`config.mk`:
```
export PLATFORM = sky130hd
export DESIGN_NAME = ts_demux
export DESIGN_NICKNAME = d
export VERILOG_FILES = /design/src/rtl/ts_demux.sv
export SDC_FILE = /design/constraint.sdc
export NUM_CORES = 1
export LEC_CHECK = 0
export ABC_AREA = 0
export ABC_CLOCK_PERIOD_IN_PS = 5900
export CAP_MARGIN = 20
export CORE_UTILIZATION = 53
export CTS_BUF_LIST = sky130_fd_sc_hd__clkbuf_4 sky130_fd_sc_hd__clkbuf_8
export DETAILED_ROUTE_END_ITERATION = 6
export GPL_TIMING_DRIVEN = 0
export MAX_ROUTING_LAYER = met4
export PLACE_DENSITY = 0.86
export SLEW_MARGIN = 30
export SYNTH_ARGS = -nofsm -noshare
export SYNTH_HDL_FRONTEND = slang
export SYNTH_SLANG_ARGS = --single-unit
```
`constraint.sdc`:
```
create_clock -name clk -period 5.9 [get_ports clk]
set_input_delay 0.885 -clock clk [delete_from_list [all_inputs] [get_ports clk]]
set_output_delay 0.885 -clock clk [all_outputs]
set_load 0.02 [all_outputs]
```
`src/rtl/ts_demux.sv`:
```
// MPEG2-TS packet demultiplexer: locks on SYNC_BYTE and routes whole packets to one of four channels.
// Optional macro TS_DEMUX_DROP_CNT_EN adds a saturating 16-bit drop_cnt output.
//
// Handshake: a transfer happens on any edge where valid && ready are both high.
// A valid never waits on ready. Once valid is raised, data/select hold until that transfer.
module ts_demux #(
  parameter int DATA_WIDTH = 8,
  parameter int PKT_LEN = 188,
  parameter logic [DATA_WIDTH-1:0] SYNC_BYTE = DATA_WIDTH'(8'h47)
) (
  input  logic                  clk,
  input  logic                  rst,
  input  logic [DATA_WIDTH-1:0] in_data,
  input  logic                  in_valid,
  output logic                  in_ready,
  input  logic [1:0]            demux_ctrl,
  output logic [DATA_WIDTH-1:0] out_data,
  output logic [3:0]            out_valid,
  input  logic [3:0]            out_ready,
  output logic                  sync_lost,
  output logic                  locked,
  output logic                  dbg_state
`ifdef TS_DEMUX_DROP_CNT_EN
  ,
  output logic [15:0]           drop_cnt
`endif
);

  localparam int CNT_W = (PKT_LEN > 1) ? $clog2(PKT_LEN) : 1;
  localparam logic [CNT_W-1:0] LAST = CNT_W'(PKT_LEN - 1);

  typedef enum logic {HUNT = 1'b0, ROUTE = 1'b1} state_t;

  state_t           state;
  logic [CNT_W-1:0] byte_cnt;
  logic [1:0]       pkt_sel;
  logic [1:0]       out_sel;
  logic [1:0]       new_sel;
  logic             out_full;
  logic             accept;
  logic             is_sync;
  logic             at_boundary;
  logic             load;
  logic             drop;

  // A held byte only blocks input if its own channel is stalled.
  assign out_full    = |out_valid;
  assign in_ready    = !out_full || out_ready[out_sel];
  assign accept      = in_valid && in_ready;
  assign is_sync     = (in_data == SYNC_BYTE);
  assign at_boundary = (state == HUNT) || (byte_cnt == '0);
  assign load        = accept && (!at_boundary || is_sync);
  assign drop        = accept && at_boundary && !is_sync;
  assign new_sel     = at_boundary ? demux_ctrl : pkt_sel;
  assign dbg_state   = (state == ROUTE);

  always_ff @(posedge clk or posedge rst) begin
    if (rst) begin
      state     <= HUNT;
      byte_cnt  <= '0;
      pkt_sel   <= 2'd0;
      out_sel   <= 2'd0;
      out_valid <= 4'b0000;
      out_data  <= '0;
      sync_lost <= 1'b0;
      locked    <= 1'b0;
    end else begin
      sync_lost <= drop && (state == ROUTE);
      if (load) begin
        out_data  <= in_data;
        out_sel   <= new_sel;
        out_valid <= 4'b0001 << new_sel;
        pkt_sel   <= new_sel;
        byte_cnt  <= (byte_cnt == LAST) ? '0 : byte_cnt + 1'b1;
        state     <= ROUTE;
        locked    <= 1'b1;
      end else begin
        if (out_full && out_ready[out_sel]) begin
          out_valid <= 4'b0000;
        end
        if (drop) begin
          state    <= HUNT;
          locked   <= 1'b0;
          byte_cnt <= '0;
        end
      end
    end
  end

`ifdef TS_DEMUX_DROP_CNT_EN
  always_ff @(posedge clk or posedge rst) begin
    if (rst) begin
      drop_cnt <= 16'd0;
    end else if (drop && (drop_cnt != 16'hFFFF)) begin
      drop_cnt <= drop_cnt + 16'd1;
    end
  end
`endif

endmodule
```
==> results of run 1 <==
-- report_power, final --
group / switching [W] / total [W] / internal (W) / leakage, nW
clock network: 0.0000493 / 0.0000870 / 0.0000377 / 0.0210
logic: 0.0000414 / 0.0000954 / 0.0000540 / 0.380
registers: 0.0000150 / 0.000197 / 0.000182 / 0.323
-- per-layer routing --
metal / vias to the layer above / part of all wire [%] / global-route usage [%]
li1: 480 / - / -
met1: 512 / 44 / 29.1
met2: 29 / 52 / 43.7
met3: 4 / 3.5 / 4.63
met4: 0 / 0.78 / 7.62
met5: - / 0 / -
-- per-stage QoR --
| step | setup WS [ps] | total power (W) | std cells |
|---|---|---|---|
| finish | 2350 | 0.000379 | 175 |
| global route | 2320 | 0.000397 | 175 |
| CTS | 2360 | 0.000382 | 175 |
| detailed placement | 2360 | 0.000296 | 171 |
| global placement | 2380 | 0.000292 | 171 |
| floorplan | 3300 | 0.000249 | 112 |
-- placed cells by master (no fill, tap or decap), types with 2 or more instances in the layout --
cell | Yosys | layout
sky130_fd_sc_hd__nand3_1 | 11 | 11
sky130_fd_sc_hd__clkbuf_4 | 0 | 3
sky130_fd_sc_hd__o21a_1 | 2 | 2
sky130_fd_sc_hd__clkdlybuf4s50_1 | 0 | 32
sky130_fd_sc_hd__nor3_1 | 5 | 5
sky130_fd_sc_hd__o21ai_0 | 6 | 6
sky130_fd_sc_hd__nor2_1 | 5 | 5
sky130_fd_sc_hd__inv_1 | 6 | 5
sky130_fd_sc_hd__mux2_2 | 8 | 8
sky130_fd_sc_hd__ha_1 | 2 | 2
sky130_fd_sc_hd__a21o_1 | 2 | 2
sky130_fd_sc_hd__a22o_1 | 4 | 4
sky130_fd_sc_hd__mux2i_1 | 3 | 3
sky130_fd_sc_hd__dfrtp_1 | 24 | 24
sky130_fd_sc_hd__nand2_1 | 13 | 13
sky130_fd_sc_hd__or2_2 | 2 | 2
-- cell families (layout without fill, tap and decap cells) --
kind of cell	after synthesis	after routing	synth area share [%]
adder cells (fa/ha/maj)	2	2	2.06
flip-flops	24	24	49.4
AO/OA/AOI/OAI	20	20	13.5
multiplexers	13	13	13.0
buffers and inverters	8	44	3.40
AND/OR/NAND/NOR	45	45	18.6
-- flip-flops by register name, summed over array words and instances (netlist names) --
register / flops
out_data: 8
out_sel: 2
byte_cnt: 8
sync_lost: 1
out_valid: 4
dbg_state: 1
-- area by class of cell --
type	count	area share, %
well taps	27	2.10
repair buffers	32	20.0
multi-input cells	80	35.7
flip-flops and latches	24	37.4
clock buffers	4	2.26
plain buffers	2	1.17
inverters	6	1.40
-- worst max-delay path, cell delays in order --
cell and delay [ps]:
sky130_fd_sc_hd__clkdlybuf4s50_1 420, sky130_fd_sc_hd__mux4_2 500, sky130_fd_sc_hd__or2_2 320, sky130_fd_sc_hd__clkdlybuf4s50_1 540
-- worst min path at each step --
stage                     start     endpoint  slack [ps]  depth (start not counted)
floorplan           byte_cnt[5]  byte_cnt[5]         530                          2
global placement    out_data[3]  out_data[3]         490                          1
detailed placement  out_data[7]  out_data[7]         500                          1
CTS                 out_data[3]  out_data[3]         530                          1
global route        out_data[3]  out_data[3]         550                          1
finish              out_data[3]  out_data[3]         530                          1
==> results by group, run 1 <==
Critical path
  • Reg-to-reg slack, setup: between 3000 and 4000 ps
  • Worst setup path endpoint: in_ready
  • Critical path capture point type: output pin
  • Startpoint of the most critical register-to-register path: byte_cnt[4]
  • Crit Path Max Fanout: 2
  • Setup CP Type: input pin to output pin
  • Worst EP arrival: 2660 ps
  • Startpoint kind of the worst setup timing path: input pin
  • Required time of the critical path: roughly 5000 ps
  • FF-to-FF path depth: 5
  • Worst setup startpoint: out_ready[3]
  • Capture instance of the worst register-to-register path: out_data[7]

Logic synthesis
  • Gate Count Post-Synth: between 100 and 150
  • Largest cells by area after synthesis: sky130_fd_sc_hd__dfrtp_1 49%, sky130_fd_sc_hd__mux2_2 7.4%, sky130_fd_sc_hd__nand3_1 4.5%
  • Yosys cell types: 33
  • Most instantiated library cell after synthesis: sky130_fd_sc_hd__dfrtp_1
  • Average cell area after synthesis: around 11 um^2
  • Share of the synthesized area in the top cell type: 49.4%
  • Mapped Area: about 1200 um^2
  • Proportion of synthesized chip area in sequential cells: between 40% and 50%
  • Commonest register cell after synthesis: sky130_fd_sc_hd__dfrtp_1
  • Library cell with the largest summed area after synthesis: sky130_fd_sc_hd__dfrtp_1
  • Yosys warning total: 0
  • Flip-flop and latch count after synthesis: 24
  • Most frequent cells after synthesis: 24 x sky130_fd_sc_hd__dfrtp_1, 13 x sky130_fd_sc_hd__nand2_1, 11 x sky130_fd_sc_hd__nand3_1
  • EDFF count, synth: 0
  • Share of synthesized registers carrying an async set or reset: 100%
  • Synthesized Nets: about 130

Floorplan
  • Die X: 49.9 um
  • Initial core utilization: 58.9%
  • I/O pins: 33
  • Core Footprint: about 2100 um^2
  • Die Footprint: ~2500 um^2
  • Number of cell rows: 16
  • Vertical die dimension: 49.9 um

Clock network
  • CTS max path bufs: 2
  • Number of resized instances in the post-cts repair step: 0
  • Buffers inserted by post-CTS timing repair: 0
  • Root cell of the clock tree: sky130_fd_sc_hd__clkbuf_4
  • Clk pin slew, worst setup/hold paths: 130 ps
  • Number of clock sinks: 24
  • Total of hold buffers inserted after clock tree synthesis: 0
  • CTS tree: done
  • CTS buffer count: 3
  • Worst-skew pair later-pin latency: 310 ps
  • H-tree depth: 1

Timing
  • Slew at the pin closest to its max-slew limit: 813 ps
  • Remaining max-slew budget at the tightest pin: between 40% and 50%
  • Highest achievable clock rate: 282 MHz
  • Total setup violations reported at the end of the flow: 0
  • Final worst path period need: around 3500 ps
  • Hold Slack: roughly 530 ps
  • Largest clock skew in the final design: 2.58 ps
  • Max-slew violation total from the final report: 0
  • RSZ-0062 raised after global routing: no
  • Hold violation total from the final report: 0
  • Aggregate negative setup slack: 0 ps
  • Portion of the clock cycle consumed by the worst path in the final layout: about 60%

Global routing
  • Wire length of the first global-routing pass: roughly 4600 um
  • Number of antenna violations at the first check in global routing: 0
  • Gr usage total: about 25%
  • Gr ovfl total: 0
  • Via count of the first global-routing pass: 1,072
  • Largest net degree at the start of global routing: 25

Layout
  • Proportion of layout cells with a drive suffix above 1: 15.5%
  • Finished Cell Area: about 1600 um^2
  • Filler cell count: about 130
  • Footprint of the multi-input gates: roughly 570 um^2
  • Synthesis-to-layout area growth: 32.1%
  • Final Util: between 70% and 80%
  • Register area: roughly 600 um^2
  • Final net count: 168
  • Number of antenna repair diodes: 0

Routing
  • TritonRoute pass-1 iters: 4
  • WL/cell: roughly 15 um
  • Detailed-route DRC error count: 0
  • Total length of routed wires: 2710 um
  • Total via count after detailed routing: roughly 1,000
  • Final antenna-violating net count: 0
  • Number of DRC markers after the initial detailed-route iteration: 26
  • Post-DR vias/cell: ~5.9

Placement
  • Placed Instance Area: around 1600 um^2
  • Detailed placer's ending HPWL: a little over 2000 um
  • Count of port buffers added during placement: 32
  • GP Congestion: about 0.82

Power
  • Leakage power summed over all cells: 0.724 nW
  • Peak supply drop: ~170 uV
  • Cell area power density: between 200 and 250 nW/um^2

Hold path
  • Hold crit path type: flop to flop

Status
  • Run status: completed

Run
  • Max-cap viol count: 0
Power figures use the tool's default switching activity.
==> run 2: changes to the inputs <==
--- a/config.mk
+++ b/config.mk
@@ -6,14 +6,14 @@
 export NUM_CORES = 1
 export LEC_CHECK = 0
 export ABC_AREA = 0
-export ABC_CLOCK_PERIOD_IN_PS = 5900
+export ABC_CLOCK_PERIOD_IN_PS = 3400
 export CAP_MARGIN = 20
-export CORE_UTILIZATION = 53
+export CORE_UTILIZATION = 49
 export CTS_BUF_LIST = sky130_fd_sc_hd__clkbuf_4 sky130_fd_sc_hd__clkbuf_8
 export DETAILED_ROUTE_END_ITERATION = 6
 export GPL_TIMING_DRIVEN = 0
 export MAX_ROUTING_LAYER = met4
-export PLACE_DENSITY = 0.86
+export PLACE_DENSITY = 0.8
 export SLEW_MARGIN = 30
 export SYNTH_ARGS = -nofsm -noshare
 export SYNTH_HDL_FRONTEND = slang
==> constraint.sdc (replaced) <==
create_clock -name clk -period 3.4 [get_ports clk]
set_input_delay 0.51 -clock clk [delete_from_list [all_inputs] [get_ports clk]]
set_output_delay 0.51 -clock clk [all_outputs]
set_load 0.02 [all_outputs]
==> run 2 against run 1 <==
Net effect:
- sequential power increased by 73%
- core utilization is 7.9 points lower
- worst hold slack worse by 17 ps
- critical endpoint unchanged
- combinational power grew 73%
- total power increased by 66%
==> results by group, run 2 (synthesis gave the netlist of run 1 again) <==
Status
  • Run status: completed

Floorplan
  • Core Footprint: 2280 um^2
  • Die Footprint: between 2000 and 3000 um^2
  • I/O pins: 33
  • Number of cell rows: 17
  • Die X: a little over 50 um
  • Vertical die dimension: 51.8 um
  • Initial core utilization: ~53%

Power
  • Peak supply drop: ~370 uV
  • Internal cell power: 0.000451 W
  • Leakage power summed over all cells: between 0.7 and 0.8 nW
  • Combinational group share of total power: about a quarter
  • Part of the total power dissipated in the clock network: around 20%
  • Switching Fraction: 28.6%
  • Cell area power density: between 300 and 400 nW/um^2
  • Net switching power: around 0.00018 W
  • Proportion of power drawn by flip-flops and latches: about 54%

Clock network
  • CTS tree: done
  • Buffers inserted by post-CTS timing repair: 0
  • Clk pin slew, worst setup/hold paths: around 130 ps
  • Number of resized instances in the post-cts repair step: 0
  • Total of hold buffers inserted after clock tree synthesis: 0
  • Number of clock sinks: 24
  • CTS max path bufs: 2
  • Root cell of the clock tree: sky130_fd_sc_hd__clkbuf_4
  • H-tree depth: 1
  • Worst-skew pair later-pin latency: 310 ps
  • CTS buffer count: 3

Routing
  • Total via count after detailed routing: 977
  • TritonRoute pass-1 iters: 4
  • Post-DR vias/cell: between 5 and 6
  • Detailed-route DRC error count: 0
  • WL/cell: between 10 and 15 um
  • Total length of routed wires: ~2600 um
  • Final antenna-violating net count: 0
  • Number of DRC markers after the initial detailed-route iteration: 22

Layout
  • Final Util: about 70%
  • Most common cell after layout, fill and taps aside: sky130_fd_sc_hd__clkdlybuf4s50_1
  • Final net count: about 170
  • Filler cell count: between 150 and 200
  • Footprint of the multi-input gates: between 500 and 600 um^2
  • Register area: ~600 um^2
  • Synthesis-to-layout area growth: 31.1%
  • Most used cells in the layout excluding fill and tap cells: 32 x sky130_fd_sc_hd__clkdlybuf4s50_1, 24 x sky130_fd_sc_hd__dfrtp_1, 13 x sky130_fd_sc_hd__nand2_1, 11 x sky130_fd_sc_hd__nand3_1, 8 x sky130_fd_sc_hd__mux2_2
  • Number of antenna repair diodes: 0
  • Regs by FF count: byte_cnt (8), out_data (8), out_valid (4)
  • Proportion of layout cells with a drive suffix above 1: between 10 and 15%

Timing
  • RSZ-0062 raised after global routing: no
  • Largest clock skew in the final design: between 5 and 6 ps
  • Final worst path period need: 2820 ps
  • Remaining max-slew budget at the tightest pin: between 40 and 50%
  • Aggregate negative setup slack: 0 ps
  • Portion of the clock cycle consumed by the worst path in the final layout: between 80% and 90%
  • Max-slew violation total from the final report: 0
  • Slew at the pin closest to its max-slew limit: ~760 ps
  • Highest achievable clock rate: ~360 MHz
  • Total setup violations reported at the end of the flow: 0
  • Hold violation total from the final report: 0

Placement
  • Count of port buffers added during placement: 32
  • Detailed placer's ending HPWL: between 2000 and 2500 um
  • GP Congestion: about 0.80

Critical path
  • Chain of cells forming the critical path: clkdlybuf4s50_1 > mux4_2 > or2_2 > clkdlybuf4s50_1
  • Required time of the critical path: just under 3000 ps
  • Startpoint kind of the worst setup timing path: input pin
  • Crit Path Max Fanout: 2
  • Critical path capture point type: output pin
  • Setup CP Type: input pin to output pin
  • Crit-path max cell delay: roughly 540 ps
  • Startpoint of the most critical register-to-register path: byte_cnt[4]
  • Slowest cell on the critical path: sky130_fd_sc_hd__clkdlybuf4s50_1
  • Capture instance of the worst register-to-register path: out_data[7]
  • CP dominant cell by count: sky130_fd_sc_hd__clkdlybuf4s50_1
  • FF-to-FF path depth: 5
  • Worst EP arrival: about 2300 ps
  • Worst setup startpoint: out_ready[3]
  • Reg-to-reg slack, setup: around 1100 ps

Global routing
  • Gr ovfl total: 0
  • Wire length of the first global-routing pass: 4300 um
  • Via count of the first global-routing pass: between 900 and 1,000
  • Gr usage total: a little under a quarter
  • Number of antenna violations at the first check in global routing: 0
  • Largest net degree at the start of global routing: 25

Run
  • Max-cap viol count: 0

Hold path
  • Hold crit path type: input pin to asynchronous set/reset pin
-- run 2: cell count changes in the layout (fill, tap and decap cells not counted), sizes merged --
cell	previous run	this run
clkbuf	4	3
-- run 2: critical path: cells and delay by family --
kind / cells / cell delay, ps
buffers and inverters: 2 / 970
AND/OR/NAND/NOR: 1 / 320
multiplexers: 1 / 500
-- run 2: worst max path at each step --
stage                        to  slack (ps)  cells past startpoint
finish                 in_ready         580                      4
global placement       in_ready         630                      4
global route           in_ready         560                      4
floorplan           out_data[7]        1330                      5
CTS                    in_ready         570                      4
detailed placement     in_ready         570                      4
-- run 2: final cells by class --
class                      count  share of cell area, %
sequential                    24                   37.7
multi-input combinational     80                   36.0
timing repair buffer          32                   20.1
tap                           28                   2.20
clock buffer                   3                   1.41
inverter                       6                   1.41
buffer                         2                   1.18
-- run 2: power by group through the flow --
stage               Clock (W)  Sequential [W]  Combinational [W]
floorplan                   0        0.000370          0.0000615
global placement            0        0.000343           0.000163
detailed placement          0        0.000346           0.000167
CTS                  0.000126        0.000341           0.000167
global route         0.000137        0.000344           0.000176
finish               0.000125        0.000341           0.000165
-- run 2: through the flow --
stage / setup slack (ps) / total power (W) / instance area (um^2) / std cells / hold slack, ps
final: 583 / 0.000631 / 1590 / 175 / 512
after global routing: 555 / 0.000657 / 1590 / 175 / 544
after CTS: 574 / 0.000634 / 1590 / 175 / 527
after detailed placement: 572 / 0.000514 / 1570 / 172 / 500
after global placement: 626 / 0.000506 / 1570 / 172 / 490
after floorplan: 1330 / 0.000432 / 1210 / 112 / 525
-- run 2: layer usage --
metal / track usage (%) / vias up / share of wire, %
li1: - / 473 / -
met1: 27.6 / 472 / 43
met2: 38.1 / 27 / 52
met3: 4.09 / 5 / 3.1
met4: 11.3 / 0 / 1.9
met5: - / - / 0
==> run 3: changes to the inputs <==
--- a/config.mk
+++ b/config.mk
@@ -6,7 +6,7 @@
 export NUM_CORES = 1
 export LEC_CHECK = 0
 export ABC_AREA = 0
-export ABC_CLOCK_PERIOD_IN_PS = 3400
+export ABC_CLOCK_PERIOD_IN_PS = 2900
 export CAP_MARGIN = 20
 export CORE_UTILIZATION = 49
 export CTS_BUF_LIST = sky130_fd_sc_hd__clkbuf_4 sky130_fd_sc_hd__clkbuf_8
==> constraint.sdc (replaced) <==
create_clock -name clk -period 2.9 [get_ports clk]
set_input_delay 0.435 -clock clk [delete_from_list [all_inputs] [get_ports clk]]
set_output_delay 0.435 -clock clk [all_outputs]
set_load 0.02 [all_outputs]
==> results of run 3 <==
Same layout as run 2 (identical final DEF). Status: completed.
Among the figures that moved: setup slack after placement 572 ps -> 222 ps; setup slack after layout 583 ps -> 233 ps; hold slack 512 ps -> 437 ps; register-to-register setup slack 1140 ps -> 640 ps; total power 0.000631 W -> 0.000740 W; worst IR drop on VDD 375 uV -> 440 uV
